`config.mk`:
```
export PLATFORM = sky130hd
export DESIGN_NAME = udp_pkt_gen
export DESIGN_NICKNAME = d
export VERILOG_FILES = /design/src/rtl/udp_gen_pkg.sv /design/src/rtl/ipv4_csum.sv /design/src/rtl/udp_pkt_gen.sv
export SDC_FILE = /design/constraint.sdc
export NUM_CORES = 1
export LEC_CHECK = 0
export ABC_AREA = 1
export CORE_MARGIN = 1
export CORE_UTILIZATION = 30
export CTS_BUF_LIST = sky130_fd_sc_hd__clkbuf_8 sky130_fd_sc_hd__clkbuf_16
export DETAILED_ROUTE_END_ITERATION = 16
export HOLD_SLACK_MARGIN = 0.15
export PLACE_DENSITY_LB_ADDON = 0.3
export SLEW_MARGIN = 20
export SYNTH_ARGS = -nofsm -noshare
export SYNTH_HDL_FRONTEND = slang
export SYNTH_HIERARCHICAL = 1
export SYNTH_SLANG_ARGS = --single-unit
```
`constraint.sdc`:
```
create_clock -name clk156 -period 9.95 [get_ports clk156]
set_input_delay 1.99 -clock clk156 [delete_from_list [all_inputs] [get_ports clk156]]
set_output_delay 1.99 -clock clk156 [all_outputs]
set_load 0.03 [all_outputs]
```
`src/rtl/udp_gen_pkg.sv`:
```
// udp_gen_pkg: shared types, lengths and checksum helpers
// for the Ethernet/IPv4/UDP test frame generator.
package udp_gen_pkg;

   typedef enum logic [1:0] {
      ST_IDLE,
      ST_PREP,
      ST_SEND,
      ST_GAP
   } state_t;

   localparam logic [15:0] ETH_HDR_LEN    = 16'd14;
   localparam logic [15:0] IP_HDR_LEN     = 16'd20;
   localparam logic [15:0] UDP_HDR_LEN    = 16'd8;
   localparam logic [15:0] HDR_LEN        = ETH_HDR_LEN + IP_HDR_LEN + UDP_HDR_LEN;
   localparam logic [15:0] MIN_PAYLOAD    = 16'd18;
   localparam logic [15:0] MAX_PAYLOAD    = 16'd1472;
   localparam logic [15:0] ETHERTYPE_IPV4 = 16'h0800;
   localparam logic [7:0]  IP_PROTO_UDP   = 8'h11;

   // Fold a wide sum back into 16 bits with end-around carry, twice.
   function automatic logic [15:0] csum_fold(input logic [19:0] s);
      logic [16:0] t;
      t = {1'b0, s[15:0]} + {13'd0, s[19:16]};
      return t[15:0] + {15'd0, t[16]};
   endfunction

   function automatic logic [15:0] clamp_len(input logic [15:0] l);
      if (l < MIN_PAYLOAD) return MIN_PAYLOAD;
      if (l > MAX_PAYLOAD) return MAX_PAYLOAD;
      return l;
   endfunction

endpackage

```
`src/rtl/ipv4_csum.sv`:
```
// ipv4_csum: 10-word one's-complement adder tree
// with a registered, inverted result.
module ipv4_csum
   import udp_gen_pkg::*;
(
   input  logic             clk156,
   input  logic             eth_rst,
   input  logic             load,
   input  logic [9:0][15:0] words,
   output logic [15:0]      csum
);

   logic [16:0] l1 [5];
   logic [17:0] l2a, l2b;
   logic [18:0] l3;
   logic [19:0] sum;

   // Pairwise adder tree; carries are kept and folded at the end.
   always_comb begin
      for (int i = 0; i < 5; i++) begin
         l1[i] = {1'b0, words[2*i]} + {1'b0, words[2*i+1]};
      end
      l2a = 18'(l1[0]) + 18'(l1[1]);
      l2b = 18'(l1[2]) + 18'(l1[3]);
      l3  = 19'(l2a) + 19'(l2b);
      sum = 20'(l3) + 20'(l1[4]);
   end

   // Capture the checksum only while the frame is being prepared.
   always_ff @(posedge clk156 or posedge eth_rst) begin
      if (eth_rst) begin
         csum <= '0;
      end else if (load) begin
         csum <= ~csum_fold(sum);
      end
   end

endmodule

```
`src/rtl/udp_pkt_gen.sv`:
```
// udp_pkt_gen: back-to-back Ethernet/IPv4/UDP frame source
// on a 64-bit AXI4-Stream master, with per-frame sequence number.
module udp_pkt_gen
   import udp_gen_pkg::*;
#(
   parameter logic [47:0] ETH_DST   = 48'h90E2BA5D8DC9,
   parameter logic [47:0] ETH_SRC   = 48'h001122334455,
   parameter logic [31:0] IP_SADDR  = 32'hC0A80B01,
   parameter logic [31:0] IP_DADDR  = 32'hC0A80B03,
   parameter logic [15:0] UDP_SPORT = 16'h3776,
   parameter logic [15:0] UDP_DPORT = 16'h3776,
   parameter logic [7:0]  IP_TTL    = 8'h40
) (
   input  logic        clk156,
   input  logic        eth_rst,
   input  logic        enable,
   input  logic [15:0] payload_len,
   input  logic [15:0] gap_cycles,
   input  logic        m_axis_tready,
   output logic        m_axis_tvalid,
   output logic [63:0] m_axis_tdata,
   output logic [7:0]  m_axis_tkeep,
   output logic        m_axis_tlast,
   output logic        m_axis_tuser,
   output logic [31:0] frame_cnt,
   output logic        busy
);

   state_t state, state_n;

   logic [15:0] flen_q, tot_q, udp_q, gap_q;
   logic [7:0]  beat_q, last_q, keep_q;
   logic [31:0] seq_q;
   logic [15:0] csum_q;

   logic [15:0] len_c, flen_c, tot_c, udp_c, beats_c;
   logic [7:0]  keep_c;
   logic [9:0][15:0] csum_words;

   logic send, accept, is_last;

   logic [335:0] hdr_be;
   logic [7:0]   hdr_b [42];
   logic [63:0]  tdata_c;
   logic [15:0]  pos, off;
   logic [7:0]   bval;

   assign len_c   = clamp_len(payload_len);
   assign flen_c  = len_c + HDR_LEN;
   assign tot_c   = len_c + IP_HDR_LEN + UDP_HDR_LEN;
   assign udp_c   = len_c + UDP_HDR_LEN;
   assign beats_c = (flen_c + 16'd7) >> 3;
   assign keep_c  = (flen_c[2:0] == 3'd0) ? 8'hFF
                                          : ~(8'hFF << flen_c[2:0]);

   assign csum_words = {16'h4500, tot_c, seq_q[15:0], 16'h4000,
                        IP_TTL, IP_PROTO_UDP, 16'h0000,
                        IP_SADDR, IP_DADDR};

   ipv4_csum u_csum (
      .clk156 (clk156),
      .eth_rst(eth_rst),
      .load   (state == ST_PREP),
      .words  (csum_words),
      .csum   (csum_q)
   );

   assign send    = (state == ST_SEND);
   assign is_last = (beat_q == last_q);
   assign accept  = send && m_axis_tready;

   // State register.
   always_ff @(posedge clk156 or posedge eth_rst) begin
      if (eth_rst) state <= ST_IDLE;
      else         state <= state_n;
   end

   // Next state; GAP holds for max(gap,1) cycles so the
   // idle spacing is gap+2 with the IDLE and PREP cycles.
   always_comb begin
      state_n = state;
      unique case (state)
         ST_IDLE: if (enable) state_n = ST_PREP;
         ST_PREP: state_n = ST_SEND;
         ST_SEND: if (accept && is_last) state_n = ST_GAP;
         ST_GAP:  if (gap_q <= 16'd1) state_n = ST_IDLE;
         default: state_n = ST_IDLE;
      endcase
   end

   // Frame parameters, beat index, counters and gap timer.
   always_ff @(posedge clk156 or posedge eth_rst) begin
      if (eth_rst) begin
         flen_q    <= '0;
         tot_q     <= '0;
         udp_q     <= '0;
         gap_q     <= '0;
         beat_q    <= '0;
         last_q    <= '0;
         keep_q    <= '0;
         seq_q     <= '0;
         frame_cnt <= '0;
      end else begin
         unique case (1'b1)
            (state == ST_PREP): begin
               flen_q <= flen_c;
               tot_q  <= tot_c;
               udp_q  <= udp_c;
               last_q <= beats_c[7:0] - 8'd1;
               keep_q <= keep_c;
               beat_q <= '0;
            end
            (accept && is_last): begin
               frame_cnt <= frame_cnt + 32'd1;
               seq_q     <= seq_q + 32'd1;
               gap_q     <= gap_cycles;
            end
            (accept && !is_last): beat_q <= beat_q + 8'd1;
            (state == ST_GAP && gap_q > 16'd1): gap_q <= gap_q - 16'd1;
            default: ;
         endcase
      end
   end

   assign hdr_be = {ETH_DST, ETH_SRC, ETHERTYPE_IPV4,
                    8'h45, 8'h00, tot_q, seq_q[15:0], 16'h4000,
                    IP_TTL, IP_PROTO_UDP, csum_q, IP_SADDR, IP_DADDR,
                    UDP_SPORT, UDP_DPORT, udp_q, 16'h0000};

   // Header as wire-order bytes; byte 0 is the first on the wire.
   always_comb begin
      for (int i = 0; i < 42; i++) begin
         hdr_b[i] = hdr_be[335 - 8*i -: 8];
      end
   end

   // Beat mux: header, then seq bytes, then an incrementing pattern.
   always_comb begin
      tdata_c = '0;
      pos     = '0;
      off     = '0;
      bval    = '0;
      for (int k = 0; k < 8; k++) begin
         pos  = {5'd0, beat_q, 3'd0} + 16'(k);
         off  = pos - HDR_LEN;
         bval = 8'h00;
         if (pos >= flen_q) begin
            bval = 8'h00;
         end else if (pos < HDR_LEN) begin
            bval = hdr_b[pos[5:0]];
         end else if (off < 16'd4) begin
            unique case (off[1:0])
               2'd0:    bval = seq_q[31:24];
               2'd1:    bval = seq_q[23:16];
               2'd2:    bval = seq_q[15:8];
               default: bval = seq_q[7:0];
            endcase
         end else begin
            bval = off[7:0];
         end
         tdata_c[8*k +: 8] = bval;
      end
   end

   assign m_axis_tvalid = send;
   assign m_axis_tdata  = send ? tdata_c : '0;
   assign m_axis_tkeep  = send ? (is_last ? keep_q : 8'hFF) : '0;
   assign m_axis_tlast  = send && is_last;
   assign m_axis_tuser  = 1'b0;
   assign busy          = (state != ST_IDLE);

endmodule

```
==> results_dict.tcl <==
set metrics [dict create \
    status "completed" \
    holdWs_ns 0.457 \
    hold_path_class "reg2reg" \
    ys_warn_count 6 \
    ys_types 68 \
    cellInternalPower_mw 3.83 \
    synthMuxAreaShare 0.00285 \
    cap_viol_max_count 0 \
    synth_async_sr_flop_share 1.00 \
    grt_pass1_vias 15100 \
    numCtsBuffers 17 \
    critPathArrivalTime_ns 10.18 \
    synth_fa_ha_area_frac 0.215 \
    powerDensity_nw_per_um2 391 \
    synth_seq_area_share 0.264 \
    dp.cells 3051 \
    overflow 0 \
    skew_ns 0.0138 \
    drt-total-wl_mm 49.9 \
    cp_slowest_stage_delay_ns 0.56 \
    dpl_cell_area_sq_um 19200 \
    num_rows 83 \
    report.final.slew_viol_count 0 \
    critPathMaxFanout 5 \
    wl_per_cell_microns 15.9 \
    die_w_microns 232 \
    finalWeightedCongestion 0.944 \
    final_area_sq_um 20900 \
    worstMarginPinSlew_ns 0.963 \
    avgSynthCellArea_sq_um 7.81 \
    cp-start-kind "input port" \
    clk_path_buf_depth 2 \
    pwr-share-comb 0.826 \
    finalSetupViolations 0 \
    seq_power_share 0.084 \
    hpwlAfterDp_mm 40.0 \
    initial_utilization 0.306 \
    antennaDiodeCount 0 \
    crit_path_end_kind "register" \
    hold_violations 0 \
    synth-compound-area-share 0.0962 \
    p_clk_frac 0.089 \
    synth_flop_cell "dfrtp_1" \
    p_sw_mw 4.32 \
    route.antenna.remaining_nets 0 \
    die_area_sq_um 53700 \
    sw_frac_of_total 0.530 \
    crit_top_cell "nor2_4" \
    grt_antenna_before_repair 0 \
    peakVddDrop_mv 0.531 \
    drtPass1Iterations 8 \
    vias_per_cell 4.67 \
    period_needed_ns 9.82 \
    grt_pass1_wl_mm 80.0 \
    cts_hold_buf 0 \
    ys_ff_latch 167 \
    synth_edf_count 0 \
    mostFrequentLayoutCell "nand2_1" \
    drc_errors 0 \
    final_util 0.404 \
    fin_nets 2677 \
    dp_slack_ns -1.09 \
    synth-simple-area-share 0.263 \
    coreArea_sq_um 51700 \
    synth_xor_area_frac 0.0525 \
    worstSetupPathType "in2reg" \
    slew_headroom 0.358 \
    rsz0062_at_grt "yes" \
    cts_tree "built" \
    fmax_mhz 102 \
    ios 144 \
    clk_latency_ns 0.46 \
    path_clk_slew_ns 0.07 \
    final_cell_count_no_fill 3138 \
    finalCritPeriodShare 0.987 \
    htreeDepth 4 \
    netlist_area_sq_um 15800 \
    synth_largest_area_cell "dfrtp_1" \
    drt-initial-drc-count 910 \
    syn_inst 2027 \
    final_cell_mix "nand2_1, inv_1, dfrtp_1" \
    critPathRequiredTime_ns 10.31 \
    grt_usage 0.191 \
    synth.area.top_cells "dfrtp_1, fa_1, nand2_1" \
    vias 14600 \
    cts_root_buf "clkbuf_16" \
    setup_slack_ns 0.129 \
    grt_max_degree 100 \
    drive_above_1_share 0.185 \
    die_h_microns 232 \
    p_leak_nw 10.1 \
    critPathSlowestCell "fa_1" \
    synth_top_area_share 0.264 \
    areaGrowthSynthToFinish_pct 32.0 \
    port_buffers 142 \
    synth_top_family_by_area "simple AND/OR/NAND/NOR gates" \
    cts.sink_count 167 \
]
[cell families after synthesis]
family / Yosys count
flops: 167
simple gates: 889
xor+xnor: 94
other cells: 2
buf+inv: 431
mux: 4
fa+ha+maj: 196
compound gates: 244
[routing by layer]
metal / wire (microns) / vias to the layer above / GRT usage
met1: 21300 / 7102 / 0.242
met3: 1900 / 58 / 0.0229
met4: 1540 / 0 / 0.0691
li1: - / 7152 / -
met5: 0 / - / 0
met2: 25200 / 330 / 0.332
[sequential cells by signal, summed over array words and instances (netlist names), 14 cells and up]
signal and count:
u_csum/csum 16, flen_q 16, seq_q 32, frame_cnt 32, gap_q 16, udp_q 14
tot_q 15
[cells in the mapped netlist (all sizes together), types with 41 or more instances]
cell type	n
nand2	441
inv	383
nor2	210
dfrtp	167
fa	126
nand3	117
o21ai	77
xor2	74
ha	70
a21oi	68
nor3	46
nand4	41
[repair_timing]
item | CTS | global route
resized for setup | 81 | 125
hold endpoints to repair | 0 | 0
pin swaps | 72 | 102
endpoints found under the setup margin | 12 | 13
setup buffers | 40 | 19
[worst max-delay path: cells and delay by family]
kind | cells | cell delay, ns
buf+inv | 9 | 0.59
fa+ha+maj | 11 | 3.86
xor+xnor | 2 | 0.29
compound gates | 2 | 0.31
simple gates | 32 | 3.09
[final timing paths]
kind / startpoint / to / slack [ns] / cells past startpoint
max: payload_len[6] / u_csum/csum[12]$_DFFE_PP0P_ / 0.13 / 56
min: keep_q[0]$_DFFE_PP0P_ / keep_q[0]$_DFFE_PP0P_ / 0.46 / 2
max reg2reg: seq_q[4]$_DFFE_PP0P_ / u_csum/csum[12]$_DFFE_PP0P_ / 2.32 / 43
min reg2reg: keep_q[0]$_DFFE_PP0P_ / keep_q[0]$_DFFE_PP0P_ / 0.46 / 2
max in group asynchronous: eth_rst / seq_q[15]$_DFFE_PP0P_ / 6.32 / 3
min in group asynchronous: eth_rst / u_csum/csum[10]$_DFFE_PP0P_ / 2.19 / 2
[through the flow]
step / setup TNS [ns] / power (mW)
after floorplan: 0 / 4.30
after global placement: -8.70 / 6.17
after CTS: 0 / 7.63
after detailed placement: -10.98 / 6.26
final: 0 / 8.16
after global routing: -2.86 / 8.87
[layout make-up]
type | count | area, sq um
multi-input combinational | 1561 | 11000
sequential | 167 | 4180
inverter | 386 | 1470
timing repair buffer | 312 | 2710
clock buffer | 17 | 425
fill | 5250 | 30800
clock inverter | 15 | 215
tap | 680 | 851
[power by group through the flow]
stage	registers [mW]	clock network (mW)	logic, mW
after floorplan	0.701	0	3.60
after global placement	0.702	0	5.47
after detailed placement	0.702	0	5.56
after CTS	0.689	0.744	6.19
after global routing	0.690	0.769	7.41
final	0.689	0.728	6.74
Note: power is estimated with default switching activity, not from simulation.
